$ cat src/rtl/vend_credit_fsm.sv
// Coin-credit vending controller: accumulates nickel/dime/quarter credit, handshakes a vend
// with the dispenser and pays change or refunds as a train of one-cycle nickel pulses.
module vend_credit_fsm #(
  parameter int unsigned PRICE      = 3,
  parameter int unsigned CW         = 5,
  parameter int unsigned MAX_CREDIT = 20,
  parameter int unsigned VEND_TO    = 8
) (
  input  logic          clock,
  input  logic          clear,
  input  logic [1:0]    coin,
  input  logic          cancel,
  input  logic          vend_ack,
  output logic          vend_req,
  output logic          change_nickel,
  output logic [CW-1:0] credit,
  output logic          coin_reject,
  output logic          vend_done,
  output logic          timeout_err,
  output logic [1:0]    state
);

  localparam int unsigned SW = CW + 1;
  localparam int unsigned TW = $clog2(VEND_TO + 1);

  localparam logic [SW-1:0] MaxSum    = SW'(MAX_CREDIT);
  localparam logic [SW-1:0] PriceWide = SW'(PRICE);
  localparam logic [CW-1:0] PriceCr   = CW'(PRICE);
  localparam logic [TW-1:0] ToLast    = TW'(VEND_TO - 1);

  typedef enum logic [1:0] {
    StCollect = 2'b00,
    StVend    = 2'b01,
    StReturn  = 2'b10
  } state_e;

  state_e        r_state, w_state_next;
  logic [CW-1:0] r_credit, w_credit_next;
  logic [TW-1:0] r_cnt, w_cnt_next;
  logic          r_reject, w_reject_next;
  logic          r_done, w_done_next;
  logic          r_timeout, w_timeout_next;
  logic [SW-1:0] w_value;
  logic [SW-1:0] w_sum;

  always_comb begin
    w_value = '0;
    unique case (coin)
      2'b01:   w_value = SW'(1);
      2'b11:   w_value = SW'(2);
      2'b10:   w_value = SW'(5);
      default: w_value = '0;
    endcase
  end

  // One bit wider than the register so the overflow compare can never wrap.
  assign w_sum = {1'b0, r_credit} + w_value;

  always_comb begin
    w_state_next   = r_state;
    w_credit_next  = r_credit;
    w_cnt_next     = '0;
    w_reject_next  = 1'b0;
    w_done_next    = 1'b0;
    w_timeout_next = 1'b0;
    unique case (r_state)
      StCollect: begin
        if (cancel && (r_credit != '0)) begin
          w_state_next  = StReturn;
          w_reject_next = (coin != 2'b00);
        end else if (coin != 2'b00) begin
          if (w_sum <= MaxSum) begin
            w_credit_next = w_sum[CW-1:0];
            if (w_sum >= PriceWide) begin
              w_state_next = StVend;
            end
          end else begin
            w_reject_next = 1'b1;
          end
        end
      end
      StVend: begin
        w_reject_next = (coin != 2'b00);
        // Ack takes priority over a timeout landing on the same edge.
        if (vend_ack) begin
          w_credit_next = r_credit - PriceCr;
          w_done_next   = 1'b1;
          w_state_next  = (r_credit != PriceCr) ? StReturn : StCollect;
        end else if (r_cnt == ToLast) begin
          w_state_next   = StReturn;
          w_timeout_next = 1'b1;
        end else begin
          w_cnt_next = r_cnt + 1'b1;
        end
      end
      StReturn: begin
        w_reject_next = (coin != 2'b00);
        if (r_credit <= CW'(1)) begin
          w_credit_next = '0;
          w_state_next  = StCollect;
        end else begin
          w_credit_next = r_credit - 1'b1;
        end
      end
      default: begin
        w_state_next  = StCollect;
        w_credit_next = '0;
      end
    endcase
  end

  always_ff @(posedge clock) begin
    if (clear) begin
      r_state   <= StCollect;
      r_credit  <= '0;
      r_cnt     <= '0;
      r_reject  <= 1'b0;
      r_done    <= 1'b0;
      r_timeout <= 1'b0;
    end else begin
      r_state   <= w_state_next;
      r_credit  <= w_credit_next;
      r_cnt     <= w_cnt_next;
      r_reject  <= w_reject_next;
      r_done    <= w_done_next;
      r_timeout <= w_timeout_next;
    end
  end

  assign vend_req      = (r_state == StVend);
  assign change_nickel = (r_state == StReturn);
  assign credit        = r_credit;
  assign coin_reject   = r_reject;
  assign vend_done     = r_done;
  assign timeout_err   = r_timeout;
  assign state         = r_state;

endmodule

$ cat config.mk
export PLATFORM = sky130hd
export DESIGN_NAME = vend_credit_fsm
export DESIGN_NICKNAME = d
export VERILOG_FILES = /design/src/rtl/vend_credit_fsm.sv
export SDC_FILE = /design/constraint.sdc
export NUM_CORES = 1
export LEC_CHECK = 0
export BUFFER_PORTS_ARGS = -buffer_cell sky130_fd_sc_hd__buf_2
export CORE_MARGIN = 2
export CORE_UTILIZATION = 53
export CTS_BUF_LIST = sky130_fd_sc_hd__clkbuf_4
export DETAILED_ROUTE_END_ITERATION = 6
export GPL_TIMING_DRIVEN = 1
export PLACE_DENSITY = 0.78
export SLEW_MARGIN = 20
export SYNTH_ARGS = -nofsm -noshare
export SYNTH_HDL_FRONTEND = slang
export SYNTH_SLANG_ARGS = --single-unit
$ cat constraint.sdc
create_clock -name clock -period 7.2 [get_ports clock]
set_input_delay 0 -clock clock [delete_from_list [all_inputs] [get_ports clock]]
set_output_delay 0 -clock clock [all_outputs]
set_load 0.03 [all_outputs]
Word-level counts from Yosys, hierarchy flattened
Cells that the tools add are included.
{ "op_classes": {"n_lt_le_gt_ge": 3, "n_bitwise": 1, "n_mux": 22, "eq_ne": 16, "reduce_logical": 10, "n_addsub": 4} }
{ "op_table": {"columns": ["cell", "n"], "rows": [
  ["$mux W5", 5],
  ["$mux W2", 8],
  ["$pmux W5 S3", 1],
  ["$ne A3 B3 Y1 const B", 3],
  ["$pmux W3 S3", 1],
  ["$ne A2 B2 Y1 const B", 4],
  ["$add A5 B6 Y6", 1],
  ["$eq A2 B2 Y1 const B", 3],
  ["$ge A6 B2 Y1 const B", 1],
  ["$le A6 B5 Y1 const B", 1],
  ["$pmux W2 S3", 1],
  ["$le A5 B1 Y1 const B", 1],
  ["$mux W1", 5],
  ["$ne A5 B2 Y1 const B", 1],
  ["$reduce_and A5 Y1", 1],
  ["$reduce_bool A5 Y1", 1],
  ["$sub A5 B1 Y5 const B", 1],
  ["$sub A5 B2 Y5 const B", 1],
  ["$add A4 B1 Y4 const B", 1],
  ["$eq A2 B1 Y1 const B", 2],
  ["$eq A4 B3 Y1 const B", 1],
  ["$reduce_and A4 Y1", 1],
  ["$reduce_or A2 Y1", 2],
  ["$reduce_or A4 Y1", 1],
  ["8 further kinds", 8]
]} }
{ "totals": {"out_inout_bits": 12, "inputBits": 6, "ff_bits": 14, "elab_cells": 62} }

Longest topological paths before layout
Gate-level depths: netlist (run 1).
{ "depth": {"ltp_word": 9, "ltp_mapped": 10, "mapped_depth_nobuf": 10} }

Least setup slack after synthesis (run 1)
OpenSTA, ideal clock, no wires.
{ "synth_path": {"kind": "reg2reg", "from": "register r_credit[0], in the netlist credit[0]", "to": "register r_credit[1], in the netlist credit[1]", "path_stages_with_launch": 9, "t_required_ns": 7.079, "t_arrival_ns": 2.576, "slack_ns": 4.502, "path_cell_list": "dfxtp_1 -> ha_1 -> fa_1 -> or2_1 -> a221oi_1 -> o21bai_2 -> a21boi_2 -> nor2_4 -> mux2_4"} }
{ "synth_via": {"elab_chain_cells": 5, "elab_cells_between_ends": 16} }
{ "synth_lines": {"columns": ["element", "line", "text"], "rows": [
  ["from (decl)", "38", "logic [CW-1:0] r_credit, w_credit_next;"],
  ["from (signal assigned)", "122", "r_credit <= w_credit_next;"],
  ["parallel branches: the longest is 5 deep, another holds $add A5 B6 Y6", null, null]
]} }
Several ways; the timed one is not identified. The select of a mux whose other input is x is not followed.
A chain may end at the register's enable or synchronous reset.

Worst setup path in the final report (run 1)
Ends and elaborated chain as after synthesis.

==> flow_metrics.env, run 1 <==
export IMPL_cts_max_path_buffers=2
export IMPL_nets=183
export IMPL_post_cts_buffers=0
export IMPL_gp_congestion=0.907
export IMPL_placed_area_sq_um=1290
export IMPL_dp_hpwl_um=2350
export IMPL_whs_ns=0.0792
export IMPL_cts_tree="built"
export IMPL_yosysTopAreaCell="dfxtp_1"
export IMPL_setup_viol=0
export IMPL_antenna_found_initial=0
export IMPL_htreeDepth=1
export IMPL_clock_sinks=14
export IMPL_min_path_cells=2
export IMPL_grt_usage_pct=24.3
export IMPL_yosysSeqAreaShare_pct=23.5
export IMPL_cp_start_kind="flip-flop"
export IMPL_power_leakage_nw=0.600
export IMPL_grt_max_degree=17
export IMPL_syn_nets=163
export IMPL_root_buffer="clkbuf_4"
export IMPL_synth_top_area_share_pct=23.5
export IMPL_min_period_over_period_pct=38.5
export IMPL_critical_path_arrival_ns=2.96
export IMPL_syn_instance_count=141
export IMPL_fin_worst_skew_ns=0.0119
export IMPL_crit_chain="ha_1 -> fa_1 -> or2_1 -> a221oi_1 -> o21bai_2 -> a21boi_2 -> nor2_4 -> mux2_4"
export IMPL_dp_slack_ns=4.49
export IMPL_drv_cap=0
export IMPL_drc=0
export IMPL_grt_setup_unrepaired="false"
export IMPL_drt_initial_drc_count=38
export IMPL_yosys_top_cells_area="dfxtp_1, ha_1, a21oi_1, nor2_1, nor3_1"
export IMPL_vdd_ir_drop_max_v=0.000316
export IMPL_tns_ns=0
export IMPL_wl_um=2980
export IMPL_cts_hold_buf=1
export IMPL_max_stage_delay_ns=0.51
export IMPL_rows=17
export IMPL_min_from="clear"
export IMPL_min_to="vend_done"
export IMPL_worstSetupEndpointType="flip-flop"
export IMPL_vias=1106
export IMPL_synth_distinct_cells=48
export IMPL_cp_slowest_cell="dfxtp_1"
export IMPL_finalMaxSlewViolations=0
export IMPL_grt_ovfl_total=0
export IMPL_grt_pass1_wl_um=4700
export IMPL_avgSynthCellArea_sq_um=8.47
export IMPL_async_flop_share_pct=0
export IMPL_viasPerCell=5.88
export IMPL_path_clk_slew_ns=0.10
export IMPL_status="completed"
export IMPL_portBuffers=17
export IMPL_r2r_start="credit[0]"
export IMPL_grt_pass1_vias=992
export IMPL_synth_edf_count=0
export IMPL_r2r_cells=8
export IMPL_die_width_um=51.5
export IMPL_diodes=0
export IMPL_drive_gt1_share_pct=20.0
export IMPL_timing_slew_headroom_pct=71.1
export IMPL_clk_latency_ns=0.29
export IMPL_fin_crit_ns=2.77
export IMPL_final_cell_area_sq_um=1330
export IMPL_floorplan_die_area_sq_um=2650
export IMPL_hold_violations=0
export IMPL_cp_required_ns=7.39
export IMPL_area_growth_syn_to_layout_pct=11.1
export IMPL_yosys_register_bits=14
export IMPL_fmax_ghz=0.361
export IMPL_r2r_end="credit[1]"
export IMPL_path_class="flip-flop to flip-flop"
export IMPL_power_density_nw_per_um2=457
export IMPL_synthFlopType="dfxtp_1"
export IMPL_synth_area_sq_um=1190
export IMPL_post_cts_resized=0
export IMPL_ys_warn_count=0
export IMPL_cts_buffers=3
export IMPL_finalWorstSetupSlack_ns=4.43
export IMPL_fillers=213
export IMPL_cp_max_fo=8
export IMPL_drt_pass1_iterations=4
export IMPL_hold_path_class="primary input to flip-flop"
export IMPL_core_area_sq_um=2170
export IMPL_wl_per_cell_um=15.9
export IMPL_io_pins=18
export IMPL_path_buf_inv=0
export IMPL_crit_start="credit[0]"
export IMPL_initial_core_util_pct=55.1
export IMPL_rrSetupSlack_ns=4.43
export IMPL_postRouteAntennaNets=0
export IMPL_die_height_um=51.5
export IMPL_critPathTopFamily="compound AO/OA/AOI/OAI gates"
export IMPL_tightest_slew_ns=0.422
how the worst max path moves through the flow:
stage,endpoint,cells past startpoint,slack [ns]
CTS,credit[1],8,4.48
detailed placement,credit[1],8,4.49
global placement,credit[1],11,4.62
global route,credit[1],8,4.29
floorplan,credit[1],8,4.50
finish,credit[1],8,4.43
cells in the final DEF, fill, tap and decap left out, drive strengths merged, types with 4 or more instances in the layout:
cell,n
nor2,15
buf,17
nor2b,4
nand2,8
nor3,10
ha,15
dfxtp,14
inv,11
o21ai,4
a21oi,11
sequential cells by signal (all words and copies together), names as in the netlist:
register / cells
state: 2
vend_done: 1
timeout_err: 1
r_cnt: 4
coin_reject: 1
credit: 5
report_power, final:
part | internal, mW | switching, mW | total, mW
Combinational | 0.169 | 0.256 | 0.425
Sequential | 0.0968 | 0.0371 | 0.134
Clock | 0.0201 | 0.0282 | 0.0483
cell usage after synthesis (2+ instances only):
cell type / count
a21boi_2: 2
a21o_1: 2
a21oi_1: 11
a221oi_1: 3
a22oi_1: 2
and2_1: 2
dfxtp_1: 14
ha_1: 15
inv_1: 10
mux2i_1: 2
nand2_1: 8
nand2b_1: 3
nand3_1: 2
nor2_1: 14
nor2b_1: 4
nor3_1: 8
nor3_2: 2
o211ai_1: 2
o21a_1: 2
o21ai_0: 3
or4_1: 2
xnor2_1: 2
cell families after synthesis:
group	share of synthesized area (%)
AO/OA/AOI/OAI	25.5
buffers and inverters	5.44
AND/OR/NAND/NOR	20.8
multiplexers	2.93
adder cells (fa/ha/maj)	18.2
flip-flops	23.5
XOR/XNOR	3.56
per-layer routing:
metal / global-route usage (%) / share of wire (%) / vias up
met1: 30.9 / 42 / 508
li1: - / - / 544
met2: 41.7 / 49 / 48
met4: 7.02 / 1.6 / 0
met3: 4.39 / 6.7 / 6
met5: 0 / 0 / -
per-stage QoR:
stage,instances,total power [mW],utilization (%)
floorplan,141,0.464,-
global placement,183,0.542,59.5
detailed placement,183,0.555,59.5
CTS,188,0.604,61.2
global route,188,0.656,61.2
finish,188,0.607,61.2
layout make-up:
class,count,area [sq um],area share [%]
sequential,14,280,21.1
clock inverter,1,3.75,0.283
inverter,11,41.3,3.11
tap,28,35.0,2.64
timing repair buffer,18,95.1,7.16
clock buffer,3,22.5,1.70
multi-input combinational,113,850,64.0
Note: power is estimated with default switching activity, not from simulation.
==> inputs of run 2 (changes only) <==
Settings changed: ABC_AREA set to 1, PLACE_DENSITY 0.78 to 0.81.
Clock period 7.2 ns to 2.3 ns, I/O delays scaled along.
==> run 2 against run 1 <==
Against the previous run:
- die area up 3.3%
- area after synthesis up 3.6%
- core utilization up 2.3 points
==> flow_metrics.env, run 2 <==
export IMPL_area_growth_syn_to_layout_pct=13.4
export IMPL_rrSetupSlack_ns=0.18
export IMPL_grt_pass1_wl_um=4750
export IMPL_diodes=0
export IMPL_grt_usage_pct=23.3
export IMPL_worstSetupEndpointType="flip-flop"
export IMPL_fin_crit_ns=2.12
export IMPL_cts_max_path_buffers=2
export IMPL_viasPerCell=5.36
export IMPL_synthMostInstantiatedCell="nand2_1"
export IMPL_placed_area_sq_um=1350
export IMPL_final_cell_area_sq_um=1400
export IMPL_yosysTopAreaCell="dfxtp_1"
export IMPL_vias=1271
export IMPL_status="completed"
export IMPL_syn_instance_count=186
export IMPL_die_height_um=52.3
export IMPL_drc=0
export IMPL_yosysSeqAreaShare_pct=22.6
export IMPL_ys_warn_count=0
export IMPL_antenna_found_initial=0
export IMPL_r2r_cells=11
export IMPL_power_density_nw_per_um2=1370
export IMPL_async_flop_share_pct=0
export IMPL_rows=17
export IMPL_fillers=216
export IMPL_yosys_top_cells_area="dfxtp_1, ha_1, nand2_1, inv_1, nand3_1"
export IMPL_tightest_slew_ns=0.357
export IMPL_avgSynthCellArea_sq_um=6.65
export IMPL_drt_pass1_iterations=4
export IMPL_floorplan_die_area_sq_um=2740
export IMPL_final_common_cell="nand2_1"
export IMPL_whs_ns=0.172
export IMPL_synth_top_area_share_pct=22.6
export IMPL_grt_ovfl_total=0
export IMPL_wl_um=2890
export IMPL_drive_gt1_share_pct=16.7
export IMPL_htreeDepth=1
export IMPL_gp_congestion=0.911
export IMPL_synth_distinct_cells=28
export IMPL_synthFlopType="dfxtp_1"
export IMPL_syn_nets=208
export IMPL_cp_start_kind="flip-flop"
export IMPL_dp_hpwl_um=2290
export IMPL_hold_violations=0
export IMPL_crit_start="credit[0]"
export IMPL_drv_cap=0
export IMPL_cts_tree="built"
export IMPL_vdd_ir_drop_max_v=0.000832
export IMPL_hold_path_class="primary input to flip-flop"
export IMPL_postRouteAntennaNets=0
export IMPL_cts_buffers=3
export IMPL_grt_setup_unrepaired="false"
export IMPL_yosys_register_bits=14
export IMPL_timing_slew_headroom_pct=76.2
export IMPL_cp_max_fo=7
export IMPL_initial_core_util_pct=55.9
export IMPL_root_buffer="clkbuf_4"
export IMPL_path_clk_slew_ns=0.08
export IMPL_die_width_um=52.3
export IMPL_synth_area_sq_um=1240
export IMPL_netlist_top_cells_count="nand2_1, inv_1, nand3_1"
export IMPL_core_area_sq_um=2210
export IMPL_finalWorstSetupSlack_ns=0.179
export IMPL_r2r_end="credit[1]"
export IMPL_io_pins=18
export IMPL_clk_latency_ns=0.28
export IMPL_drt_initial_drc_count=56
export IMPL_cp_endpoint="credit[1]"
export IMPL_largest_reg_flops=5
export IMPL_finalMaxSlewViolations=0
export IMPL_synth_edf_count=0
export IMPL_r2r_start="credit[0]"
export IMPL_power_leakage_nw=0.770
export IMPL_critical_path_arrival_ns=2.28
export IMPL_dp_slack_ns=0.134
export IMPL_layout_common_cells="nand2_1, inv_1, nand3_1"
export IMPL_setup_viol=0
export IMPL_fin_worst_skew_ns=0.00276
export IMPL_portBuffers=17
export IMPL_min_period_over_period_pct=92.2
export IMPL_path_class="flip-flop to flip-flop"
export IMPL_tns_ns=0
export IMPL_grt_max_degree=10
export IMPL_nets=232
export IMPL_grt_pass1_vias=1154
export IMPL_cp_required_ns=2.46
export IMPL_fmax_ghz=0.472
export IMPL_wl_per_cell_um=12.2
export IMPL_clock_sinks=14
==> run 2: worst min-delay path by stage <==
stage | end | start | cells after the start | slack [ns]
2_1_floorplan | vend_done | clear | 1 | 0.08
3_3_place_gp | vend_done | vend_ack | 3 | 0.27
3_5_place_dp | vend_done | vend_ack | 3 | 0.27
4_1_cts | coin_reject | cancel | 5 | 0.17
5_1_grt | coin_reject | cancel | 5 | 0.19
6_report | coin_reject | cancel | 5 | 0.17
==> run 2: kinds of logic after synthesis <==
group,count (synthesis),synth area share (%)
xor gates and xnor gates,4,2.83
buffers and inverters,34,10.9
AOI/OAI and AO/OA,26,12.3
DFF,14,22.6
adders and majority gates,16,16.8
and+or+nand+nor,92,34.5
==> run 2: timing repair <==
action                                  4_1_cts  5_1_grt
setup buffers                                 0        0
hold buffers                                  3        0
endpoints found under the hold margin         5        0
endpoints found under the setup margin        0        2
resized for setup                             0        1
==> run 2: power breakdown <==
part           switching, mW  leakage, nW  internal [mW]  total [mW]
clock                 0.0789       0.0154         0.0629       0.142
sequential             0.116        0.115          0.311       0.427
combinational          0.880        0.640          0.468        1.35
==> run 2: layout make-up <==
| type | instances | area (sq um) | share of cell area (%) |
|---|---|---|---|
| Clock buffer | 3 | 22.5 | 1.60 |
| Timing Repair Buffer | 20 | 115 | 8.20 |
| Clock inverter | 1 | 3.75 | 0.267 |
| Tap cell | 28 | 35.0 | 2.50 |
| Sequential cell | 14 | 282 | 20.1 |
| Inverter | 33 | 124 | 8.82 |
| Multi-Input combinational cell | 138 | 822 | 58.6 |
==> run 2: worst max-delay path, stage by stage, from the launching register on <==
cell and delay, ns:
dfxtp_2 0.37, ha_1 0.25, fa_1 0.41, or2_1 0.27, nand3_1 0.08, nand3_1 0.09, nand2_2 0.09, nand3_2 0.08
nand2_4 0.09, nand2_4 0.07, o21ai_1 0.14, a21oi_1 0.05
==> run 2: routing by layer <==
| layer | vias to the layer above | routed length, um | part of all wire, % | GRT usage, % |
|---|---|---|---|---|
| met5 | - | 0 | 0 | 0 |
| met2 | 55 | 1370 | 47 | 41.3 |
| met4 | 0 | 49 | 1.7 | 7.69 |
| li1 | 644 | - | - | - |
| met3 | 10 | 197 | 6.8 | 4.86 |
| met1 | 562 | 1280 | 44 | 27.5 |
==> run 2: through the flow <==
| step | std cells | util [%] | power (mW) |
|---|---|---|---|
| detailed placement | 230 | 60.9 | 1.75 |
| finish | 237 | 63.5 | 1.92 |
| global route | 237 | 63.5 | 2.10 |
| CTS | 237 | 63.4 | 1.90 |
| floorplan | 186 | - | 1.47 |
| global placement | 230 | 60.9 | 1.73 |
